**config.mk**
```make
export PLATFORM = sky130hd
export DESIGN_NAME = lcd_spi_write
export DESIGN_NICKNAME = d
export VERILOG_FILES = /design/src/rtl/lcd_pkg.sv /design/src/rtl/lcd_spi_write.sv
export SDC_FILE = /design/constraint.sdc
export NUM_CORES = 1
export LEC_CHECK = 0
export CAP_MARGIN = 20
export CORE_MARGIN = 5
export CORE_UTILIZATION = 50
export CTS_CLUSTER_SIZE = 24
export DETAILED_ROUTE_END_ITERATION = 10
export PLACE_DENSITY = 0.74
export SYNTH_ARGS = -nofsm -noshare
export SYNTH_HDL_FRONTEND = slang
export SYNTH_SLANG_ARGS = --single-unit
```
**constraint.sdc**
```tcl
create_clock -name sys_clk_50MHz -period 2.5 [get_ports sys_clk_50MHz]
set_clock_uncertainty 0.05 [all_clocks]
set_input_delay 0.25 -clock sys_clk_50MHz [delete_from_list [all_inputs] [get_ports sys_clk_50MHz]]
set_output_delay 0.25 -clock sys_clk_50MHz [all_outputs]
set_load 0.005 [all_outputs]
```
**src/rtl/lcd_pkg.sv**
```systemverilog
// Shared types and constants for the LCD serial write path.
package lcd_pkg;

    localparam int unsigned LCD_WORD_W = 9;

    localparam logic DC_CMD  = 1'b0;
    localparam logic DC_DATA = 1'b1;

    typedef enum logic [2:0] {
        IDLE  = 3'd0,
        SETUP = 3'd1,
        SHIFT = 3'd2,
        HOLD  = 3'd3,
        DONE  = 3'd4,
        GAP   = 3'd5
    } lcd_wr_state_e;

    // Cycles from the capture edge to the wr_done cycle.
    function automatic int unsigned frame_cycles(input int unsigned clk_div);
        return 1 + 18 * clk_div;
    endfunction

endpackage

```
**src/rtl/lcd_spi_write.sv**
```systemverilog
// Serial write engine: sends one {dc, byte} word as a mode-0, MSB-first SPI frame.
module lcd_spi_write
    import lcd_pkg::*;
#(
    parameter int unsigned CLK_DIV    = 2,
    parameter int unsigned GAP_CYCLES = 2
) (
    input  logic                  sys_clk_50MHz,
    input  logic                  sys_rst_n,
    input  logic                  en_write,
    input  logic [LCD_WORD_W-1:0] data,
    output logic                  wr_done,
    output logic                  busy,
    output logic                  lcd_cs,
    output logic                  lcd_dc,
    output logic                  lcd_sck,
    output logic                  lcd_mosi
);

    localparam int unsigned DIV_W = $clog2(CLK_DIV + 1);
    localparam int unsigned GAP_W = $clog2(GAP_CYCLES + 1);
    localparam int unsigned BIT_W = 3;

    localparam logic [DIV_W-1:0] DIV_LAST = DIV_W'(CLK_DIV - 1);
    localparam logic [GAP_W-1:0] GAP_LAST = GAP_W'(GAP_CYCLES - 1);

    lcd_wr_state_e    state_q, state_d;
    logic [DIV_W-1:0] div_q, div_d;
    logic [GAP_W-1:0] gap_q, gap_d;
    logic [BIT_W-1:0] bit_q, bit_d;
    logic [7:0]       shift_q, shift_d;
    logic             cs_q, cs_d;
    logic             dc_q, dc_d;
    logic             sck_q, sck_d;
    logic             mosi_q, mosi_d;
    logic             done_q, done_d;
    logic             busy_q, busy_d;

    // State, counters, shift register and registered outputs.
    always_ff @(posedge sys_clk_50MHz or negedge sys_rst_n) begin
        if (!sys_rst_n) begin
            state_q <= IDLE;
            div_q   <= '0;
            gap_q   <= '0;
            bit_q   <= '0;
            shift_q <= '0;
            cs_q    <= 1'b1;
            dc_q    <= 1'b0;
            sck_q   <= 1'b0;
            mosi_q  <= 1'b0;
            done_q  <= 1'b0;
            busy_q  <= 1'b0;
        end else begin
            state_q <= state_d;
            div_q   <= div_d;
            gap_q   <= gap_d;
            bit_q   <= bit_d;
            shift_q <= shift_d;
            cs_q    <= cs_d;
            dc_q    <= dc_d;
            sck_q   <= sck_d;
            mosi_q  <= mosi_d;
            done_q  <= done_d;
            busy_q  <= busy_d;
        end
    end

    // Next state plus next output values; outputs are computed one cycle ahead.
    always_comb begin
        state_d = state_q;
        div_d   = div_q;
        gap_d   = gap_q;
        bit_d   = bit_q;
        shift_d = shift_q;
        cs_d    = cs_q;
        dc_d    = dc_q;
        sck_d   = sck_q;
        mosi_d  = mosi_q;
        done_d  = 1'b0;
        busy_d  = busy_q;

        unique case (state_q)
            IDLE: begin
                if (en_write) begin
                    state_d = SETUP;
                    shift_d = data[7:0];
                    dc_d    = data[8];
                    mosi_d  = data[7];
                    cs_d    = 1'b0;
                    sck_d   = 1'b0;
                    busy_d  = 1'b1;
                    div_d   = '0;
                end
            end

            SETUP: begin
                if (div_q == DIV_LAST) begin
                    state_d = SHIFT;
                    bit_d   = BIT_W'(7);
                    div_d   = '0;
                end else begin
                    div_d = div_q + DIV_W'(1);
                end
            end

            SHIFT: begin
                if (div_q == DIV_LAST) begin
                    div_d = '0;
                    if (!sck_q) begin
                        sck_d = 1'b1;
                    end else begin
                        // End of a high phase: next bit's data goes out with the falling edge.
                        sck_d = 1'b0;
                        if (bit_q == '0) begin
                            state_d = HOLD;
                        end else begin
                            bit_d  = bit_q - BIT_W'(1);
                            mosi_d = shift_q[bit_q - BIT_W'(1)];
                        end
                    end
                end else begin
                    div_d = div_q + DIV_W'(1);
                end
            end

            HOLD: begin
                if (div_q == DIV_LAST) begin
                    state_d = DONE;
                    div_d   = '0;
                    cs_d    = 1'b1;
                    mosi_d  = 1'b0;
                    done_d  = 1'b1;
                end else begin
                    div_d = div_q + DIV_W'(1);
                end
            end

            DONE: begin
                state_d = GAP;
                gap_d   = '0;
            end

            GAP: begin
                if (gap_q == GAP_LAST) begin
                    state_d = IDLE;
                    gap_d   = '0;
                    busy_d  = 1'b0;
                end else begin
                    gap_d = gap_q + GAP_W'(1);
                end
            end

            default: begin
                state_d = IDLE;
                cs_d    = 1'b1;
                sck_d   = 1'b0;
                mosi_d  = 1'b0;
                busy_d  = 1'b0;
            end
        endcase
    end

    assign wr_done  = done_q;
    assign busy     = busy_q;
    assign lcd_cs   = cs_q;
    assign lcd_dc   = dc_q;
    assign lcd_sck  = sck_q;
    assign lcd_mosi = mosi_q;

endmodule

```
* After elaboration in Yosys (flattened, before gate mapping) *
Cells that the tools add are included.

cells by class
  mux-type cells = 37
  magnitude comparators = 1
  eq/ne operators = 15
  $add $sub $neg = 3
  reduce and logical (&&, ||, !) cells = 18
  bitwise operators = 4

operator list
  cell                                                                           count
  3-bit 2-to-1 mux                                                               11
  3-bit case mux with 6 select lines                                             1
  2-bit inequality test (second input constant)                                  8
  1-bit 2-to-1 mux                                                               14
  4-bit OR reduction                                                             3
  1-bit case mux with 3 select lines                                             3
  3-bit AND reduction                                                            3
  2-bit case mux with 2 select lines                                             2
  7-bit AND reduction                                                            1
  3-bit by 2-bit == test with 1-bit output (second input constant)               2
  3-bit == test (second input constant)                                          2
  3-bit zero test                                                                2
  2-bit 2-to-1 mux                                                               3
  3-bit case mux with 2 select lines                                             1
  6-bit AND reduction                                                            1
  2-bit nonzero test                                                             3
  3-bit OR reduction                                                             2
  5-bit AND reduction                                                            1
  2-bit by 1-bit adder with 2-bit output (second input constant)                 2
  2-bit by 1-bit == test with 1-bit output (second input constant)               2
  3-bit by 4-bit less-than comparator with 1-bit output (second input constant)  1
  1-bit inverter                                                                 4
  1-bit case mux with 4 select lines                                             1
  2-bit AND reduction                                                            2
  other kinds (3)                                                                3

word-level totals
  word-level logic and storage cells = 89
  register bits after elaboration = 24
  output and inout bits = 6

* Depth between registers and ports, before layout *
Gate-level depths: netlist of the first run.

  depth in word-level cells = 7
  depth in mapped cells = 7
  gate-level depth less buffers = 7

* Worst setup path after synthesis of the first run *
No wires, ideal clock.

  path kind = reg-to-reg
  start point = register bit_q[0]
  end point = register mosi_q (netlist: lcd_mosi)
  library setup time = 0.125 ns
  arrival time = 1.664 ns
  buffers on the path = 0
  slack = 0.661 ns
  cell stages (with the launch flop) = 7
  cell sequence = dfrtp_1 inv_1 ha_1 mux4_1 nand2_1 a31oi_1 mux2_4

between the ends
  word-level cells in the longest chain between the ends = 7

RTL lines
  item                                         line                  source
  start: declaration                           lcd_spi_write.sv:30   logic [BIT_W-1:0] bit_q, bit_d;
  start signal: assignment                     lcd_spi_write.sv:57   bit_q <= bit_d;
  3-bit by 1-bit subtractor with 3-bit output  lcd_spi_write.sv:118  mosi_d = shift_q[bit_q - BIT_W'(1)];
  1-bit binary-select mux with 3-bit select    lcd_spi_write.sv:118
  1-bit 2-to-1 mux (implied by the code)       lcd_spi_write.sv:118
  1-bit 2-to-1 mux                             lcd_spi_write.sv:114  if (bit_q == '0) begin
  1-bit 2-to-1 mux                             lcd_spi_write.sv:109  if (!sck_q) begin
  1-bit 2-to-1 mux                             lcd_spi_write.sv:107  if (div_q == DIV_LAST) begin
  1-bit case mux with 4 select lines           lcd_spi_write.sv:82   unique case (state_q)
  end signal: assignment                       lcd_spi_write.sv:62   mosi_q <= mosi_d;
  end: declaration                             lcd_spi_write.sv:35   logic mosi_q, mosi_d;

Parallel ways exist; a longest one is shown, timed or not. The select of a mux whose other input is x is not followed.
A chain may end at the register's enable or synchronous reset.

* Worst setup path after layout of the first run *
Ends and elaborated chain as after synthesis.

==> summary.txt, run 1 <==
Post-Route WL -> 2150 µm
CTS buffer count -> 3
Peak Freq -> 508 MHz
Mean area per synthesized cell -> 11.3 µm²
CP top delay family -> multiplexers
Post-route setup slack -> 0.532 ns
CP Max Fanout -> 4
Via density -> 5.58
Nets@finish -> 143
CP Class -> flip-flop to flip-flop
DR WL/cell -> 13.6 µm
DRC errors left -> 0
Gpl congestion -> 0.785
Core area -> 2430 µm²
Die Ht -> 60.1 µm
I/O Buffers -> 17
Post-route cell area -> 1490 µm²
Cells after synthesis -> 111
Syn Std Cell Area -> 1260 µm²
Crit path buf inv count -> 1
PD cells -> 1220 nW/µm²
Unrepaired setup endpoints after global routing -> no
Largest family of logic cells by synthesized area -> multiplexers
Pins Over Slew Limit -> 0
PostCTS Resize Cnt -> 0
Fin. Hold Viols -> 0
# diodes -> 0
Vias in the first global route -> 875
DRT antenna net count -> 0
Synth Area in Compound Gates -> 0.113
FP Rows -> 18
CTS max path bufs -> 2
Slew @ Worst Pin -> 0.546 ns
Worst skew pair latency -> 0.32 ns
Final Cycle Share -> 0.787
Most frequent cells in the layout -> 23 x dfrtp_1, 17 x clkdlybuf4s50_1, 13 x mux2_2
Outcome -> finished, final reports clean
Die Wd -> 60.1 µm
LEAKAGE -> 0.644 nW
CTS clk-pin slew, worst paths -> 0.14 ns
Number of different library cells in the post-synthesis netlist -> 37
Initial antenna violation count -> 0
Relative slew slack -> 0.635
# fillers -> 207
Final worst path period need -> 1.97 ns
DRT iter0 DRCs -> 8
Crit path DAT -> 2.14 ns
Setup violators final -> 0
Total number of vias -> 881
VDD IR max -> 0.730 mV
Slowest cell on crit path -> mux4_1
CP Cell Sequence -> inv_1, ha_1, mux4_1, nand2_1, a31oi_1, mux2_4
TritonRoute pass-1 iters -> 3
# clock sinks -> 24
TNS Setup -> 0 ns
Crit. End Element -> flip-flop
Yosys reg bits -> 24
Post-DP HPWL -> 1600 µm
CTS Root Cell -> clkbuf_4
# IOs -> 18
Req. time, crit path -> 2.67 ns
Largest net degree at the start of global routing -> 19
Max cap viols -> 0
Commonest non-fill, non-tap cell in the layout -> dfrtp_1
Crit path largest cell delay -> 0.56 ns
Seq/Total Area, Yosys -> 0.479
CTS Hold Buffers Added -> 0
Worst Setup Start Kind -> flip-flop
Simple-gate portion of the synthesized area -> 0.140
Htree depth -> 1
Overall power -> 1.83 mW
Place WS -> 0.544 ns
Hold Crit Class -> input port to async pin
Synthesized Nets -> 125
Post-CTS Repair Setup Buffers -> 0
Area delta synth->final -> 18.8%
Placed cell area -> 1440 µm²
Xor and xnor fraction of the mapped netlist area -> 0.00697
Initial Util -> 0.516
First-pass GRT wire length -> 3820 µm
Multiplexer share of the synthesized area -> 0.195
Adder-cell share of the synthesized area -> 0.0199
Utilization after layout -> 0.614
Die Area -> 3620 µm²
Tot GR Track Use -> 0.142
Layout cells sized above 1 -> 0.195
Synth warn -> 0
Total congestion overflow -> 0
CTS tree -> built
cell families after synthesis:
kind of cell	after synthesis
simple gates	32
flops	24
compound gates	22
mux	19
buf+inv	11
fa+ha+maj	2
xor+xnor	1
cells in the mapped netlist, drive strengths merged:
master / instances / area share
dfrtp: 23 / 0.46
mux2: 15 / 0.14
o21ai: 9 / 0.042
nor2: 8 / 0.024
nand2: 6 / 0.018
inv: 5 / 0.015
a21oi: 4 / 0.016
nand2b: 4 / 0.022
nand3: 4 / 0.016
nor2b: 4 / 0.020
buf: 3 / 0.014
clkbuf: 3 / 0.017
a21boi: 2 / 0.012
and3: 2 / 0.010
ha: 2 / 0.020
mux2i: 2 / 0.016
mux4: 2 / 0.042
nor3: 2 / 0.017
a22oi: 1 / 0.0060
a31oi: 1 / 0.0050
a32oi: 1 / 0.0070
dfstp: 1 / 0.021
nand3b: 1 / 0.0060
nor4bb: 1 / 0.0080
o211ai: 1 / 0.0060
o21a: 1 / 0.0060
o22a: 1 / 0.0070
o31ai: 1 / 0.0060
xor2: 1 / 0.0070
state kept, by name, summed over array words and instances (netlist names):
| name | cells |
|---|---|
| lcd_dc | 1 |
| busy | 1 |
| div_q | 2 |
| shift_q | 8 |
| bit_q | 3 |
| lcd_mosi | 1 |
| lcd_sck | 1 |
| gap_q | 2 |
| state_q | 3 |
| wr_done | 1 |
| lcd_cs | 1 |
power by group:
group          switching (mW)  internal, mW
clock                   0.121         0.162
combinational           0.334         0.466
sequential              0.186         0.556
total                   0.642          1.18
final cells by class:
type                    instances  area, µm²  area share
clock buffers                   3       22.5      0.0151
repair buffers                 19        185       0.124
inverters                       5       18.8      0.0126
multi-input cells              76        597       0.400
flip-flops and latches         24        602       0.403
clock inverters                 1       30.0      0.0201
well taps                      30       37.5      0.0251
per-stage QoR:
| step | hold slack (ns) | cells |
|---|---|---|
| finish | 0.214 | 158 |
| global route | 0.258 | 158 |
| CTS | 0.227 | 158 |
| detailed placement | 0.442 | 154 |
| global placement | 0.433 | 154 |
| floorplan | -0.0956 | 111 |
layer usage:
metal	up-vias	wire length [µm]	GRT usage
met5	-	0	0
met4	0	13	0.0570
met2	13	1020	0.231
met1	434	1030	0.186
li1	432	-	-
met3	2	89	0.0238
final timing paths:
| path | from | end | slack, ns | cells after the start |
|---|---|---|---|---|
| min in group sys_clk_50MHz | shift_q[6]$_DFFE_PN0P_ | shift_q[6]$_DFFE_PN0P_ | 0.47 | 1 |
| min | sys_rst_n | lcd_mosi$_DFFE_PN0P_ | 0.21 | 1 |
| min reg2reg | shift_q[6]$_DFFE_PN0P_ | shift_q[6]$_DFFE_PN0P_ | 0.47 | 1 |
| max | bit_q[0]$_DFFE_PN0P_ | lcd_mosi$_DFFE_PN0P_ | 0.53 | 6 |
| max in group asynchronous | sys_rst_n | state_q[0]$_DFFE_PN0P_ | 1.58 | 2 |
| max reg2reg | bit_q[0]$_DFFE_PN0P_ | lcd_mosi$_DFFE_PN0P_ | 0.53 | 6 |
Power figures use the tool's default switching activity.
==> inputs of run 2 (changes only) <==
CORE_UTILIZATION = 48   (was 50)
PLACE_DENSITY = 0.75   (was 0.74)
clock period = 1.81 ns   (was 2.5 ns; I/O delays follow)
==> run 2 against run 1 <==
  * Flip-flop and latch count stayed put
  * Critical path depth stayed put
  * Combinational power is 72% higher
  * First-iteration DRC count grew to 2.6 times the previous value
  * Routed wire length is 8.5% higher
  * Die area is 3.5% higher
  * Sequential share of layout area is 2.5 points lower
  * Final cell count is 5.7% higher
  * Critical endpoint unchanged
  * Largest power group unchanged
==> summary.txt, run 2 (synthesized netlist as in run 1, its figures left out) <==
DRT iter0 DRCs -> 21 (was 8)
Hold Crit Class -> input port to async pin (unchanged)
Post-Route WL -> 2340 µm (was 2150 µm)
# fillers -> 197 (was 207)
Fin. Hold Viols -> 0 (unchanged)
Setup violators final -> 0 (unchanged)
Htree depth -> 1 (unchanged)
Flop2flop setup slack -> 0.03 ns (was 0.53 ns)
Initial Util -> 0.503 (was 0.516)
Post-route insts no fill -> 167 (was 158)
Tot GR Track Use -> 0.151 (was 0.142)
Final Cycle Share -> 0.982 (was 0.787)
DRC errors left -> 0 (unchanged)
Layout cells sized above 1 -> 0.292 (was 0.195)
I/O Buffers -> 17 (unchanged)
Initial antenna violation count -> 0 (unchanged)
Total congestion overflow -> 0 (unchanged)
Slowest cell on crit path -> mux4_2 (was mux4_1)
Place WS -> -0.0163 ns (was 0.544 ns)
CTS tree -> built (unchanged)
# clock sinks -> 24 (unchanged)
Core area -> 2500 µm² (was 2430 µm²)
LEAKAGE -> 0.676 nW (was 0.644 nW)
DRT antenna net count -> 0 (unchanged)
Relative slew slack -> 0.762 (was 0.635)
Final worst path period need -> 1.78 ns (was 1.97 ns)
CP Cell Sequence -> inv_2, ha_4, mux4_2, nand2_1, a31oi_1, mux2_4 (was inv_1, ha_1, mux4_1, nand2_1, a31oi_1, mux2_4)
VDD IR max -> 0.906 mV (was 0.730 mV)
TNS Setup -> 0 ns (unchanged)
DR WL/cell -> 14.0 µm (was 13.6 µm)
Via density -> 5.44 (was 5.58)
Crit path largest cell delay -> 0.49 ns (was 0.56 ns)
Flop pwr share -> 0.356 (was 0.407)
TritonRoute pass-1 iters -> 4 (was 3)
Slew @ Worst Pin -> 0.357 ns (was 0.546 ns)
Overall power -> 2.75 mW (was 1.83 mW)
Crit path buf inv count -> 1 (unchanged)
Worst Setup Start Kind -> flip-flop (unchanged)
Req. time, crit path -> 1.97 ns (was 2.67 ns)
Post-DP HPWL -> 1750 µm (was 1600 µm)
Nets@finish -> 152 (was 143)
Post-route cell area -> 1590 µm² (was 1490 µm²)
Max cap viols -> 0 (unchanged)
PD cells -> 1730 nW/µm² (was 1220 nW/µm²)
Unrepaired setup endpoints after global routing -> yes (was no)
Total number of vias -> 909 (was 881)
Die Wd -> 61.2 µm (was 60.1 µm)
Die Ht -> 61.2 µm (was 60.1 µm)
Top flop regs -> shift_q: 8 flops, bit_q: 3 flops, state_q: 3 flops (unchanged)
FP Rows -> 18 (unchanged)
CTS max path bufs -> 2 (unchanged)
Worst skew pair latency -> 0.31 ns (was 0.32 ns)
Crit path DAT -> 1.94 ns (was 2.14 ns)
Largest register by flop count -> shift_q (unchanged)
Gpl congestion -> 0.758 (was 0.785)
Post-route setup slack -> 0.0319 ns (was 0.532 ns)
Crit. End Element -> flip-flop (unchanged)
Die Area -> 3740 µm² (was 3620 µm²)
Final hold slack -> 0.150 ns (was 0.214 ns)
Placed cell area -> 1530 µm² (was 1440 µm²)
Clock power share -> 0.140 (was 0.155)
# diodes -> 0 (unchanged)
Peak Freq -> 562 MHz (was 508 MHz)
First-pass GRT wire length -> 4220 µm (was 3820 µm)
CTS Root Cell -> clkbuf_4 (unchanged)
CTS buffer count -> 3 (unchanged)
Placed insts -> 162 (was 154)
CP Class -> flip-flop to flip-flop (unchanged)
Largest net degree at the start of global routing -> 25 (was 19)
CTS clk-pin slew, worst paths -> 0.13 ns (was 0.14 ns)
Max reg flops -> 8 (unchanged)
Commonest non-fill, non-tap cell in the layout -> dfrtp_1 (unchanged)
Sw power -> 0.947 mW (was 0.642 mW)
P_int -> 1.80 mW (was 1.18 mW)
CP top delay family -> multiplexers (unchanged)
Most frequent cells in the layout -> 23 x dfrtp_1, 17 x clkdlybuf4s50_1, 13 x mux2_2 (unchanged)
Area delta synth->final -> 26.6% (was 18.8%)
Utilization after layout -> 0.636 (was 0.614)
Switching share of power -> 0.345 (was 0.351)
Vias in the first global route -> 910 (was 875)
Gate power share -> 0.504 (was 0.438)
# IOs -> 18 (unchanged)
Pins Over Slew Limit -> 0 (unchanged)
CP Max Fanout -> 3 (was 4)
Outcome -> finished, final reports clean (unchanged)
[run 2: area by class of cell]
type                       count  area [µm²]  area share
tap                           30        37.5      0.0236
inverter                       5        18.8      0.0118
sequential                    24         602       0.378
multi-input combinational     76         614       0.386
clock buffer                   3        22.5      0.0142
clock inverter                 1        30.0      0.0189
timing repair buffer          28         265       0.167
[run 2: worst register-to-register path: cells and delay by family, from the launching register on]
| kind | cells | cell delay [ns] |
|---|---|---|
| and+or+nand+nor | 1 | 0.08 |
| buffers and inverters | 1 | 0.06 |
| AOI/OAI and AO/OA | 1 | 0.07 |
| adders and majority gates | 1 | 0.28 |
| DFF | 1 | 0.38 |
| muxes | 2 | 0.76 |
[run 2: final timing paths]
| path | start | endpoint | cells past startpoint |
|---|---|---|---|
| min reg2reg | div_q[1]$_DFFE_PN0P_ | div_q[1]$_DFFE_PN0P_ | 1 |
| min | sys_rst_n | state_q[1]$_DFFE_PN0P_ | 2 |
| max in group asynchronous | sys_rst_n | lcd_cs$_DFFE_PN1P_ | 2 |
| max | bit_q[0]$_DFFE_PN0P_ | lcd_mosi$_DFFE_PN0P_ | 6 |
| max reg2reg | bit_q[0]$_DFFE_PN0P_ | lcd_mosi$_DFFE_PN0P_ | 6 |
| min in group sys_clk_50MHz | data[0] | shift_q[0]$_DFFE_PN0P_ | 2 |
[run 2: power by group through the flow]
stage	Sequential (mW)	Combinational (mW)	Clock [mW]
final	0.977	1.38	0.386
after global routing	1.02	1.55	0.424
after CTS	0.975	1.38	0.401
after detailed placement	0.981	1.35	0
after global placement	0.975	1.30	0
after floorplan	0.879	1.02	0
[run 2: routing by layer]
| metal | routed length, µm | global-route usage |
|---|---|---|
| met1 | 1110 | 0.202 |
| met2 | 1110 | 0.246 |
| met3 | 102 | 0.0231 |
| met4 | 19 | 0.0557 |
| met5 | 0 | 0 |
[run 2: repair_timing]
action	CTS	global route
gates cloned	0	0
endpoints found under the setup margin	1	5
gates resized for setup	3	2
pin swaps	2	1
buffers inserted	0	1
hold buffers	0	0
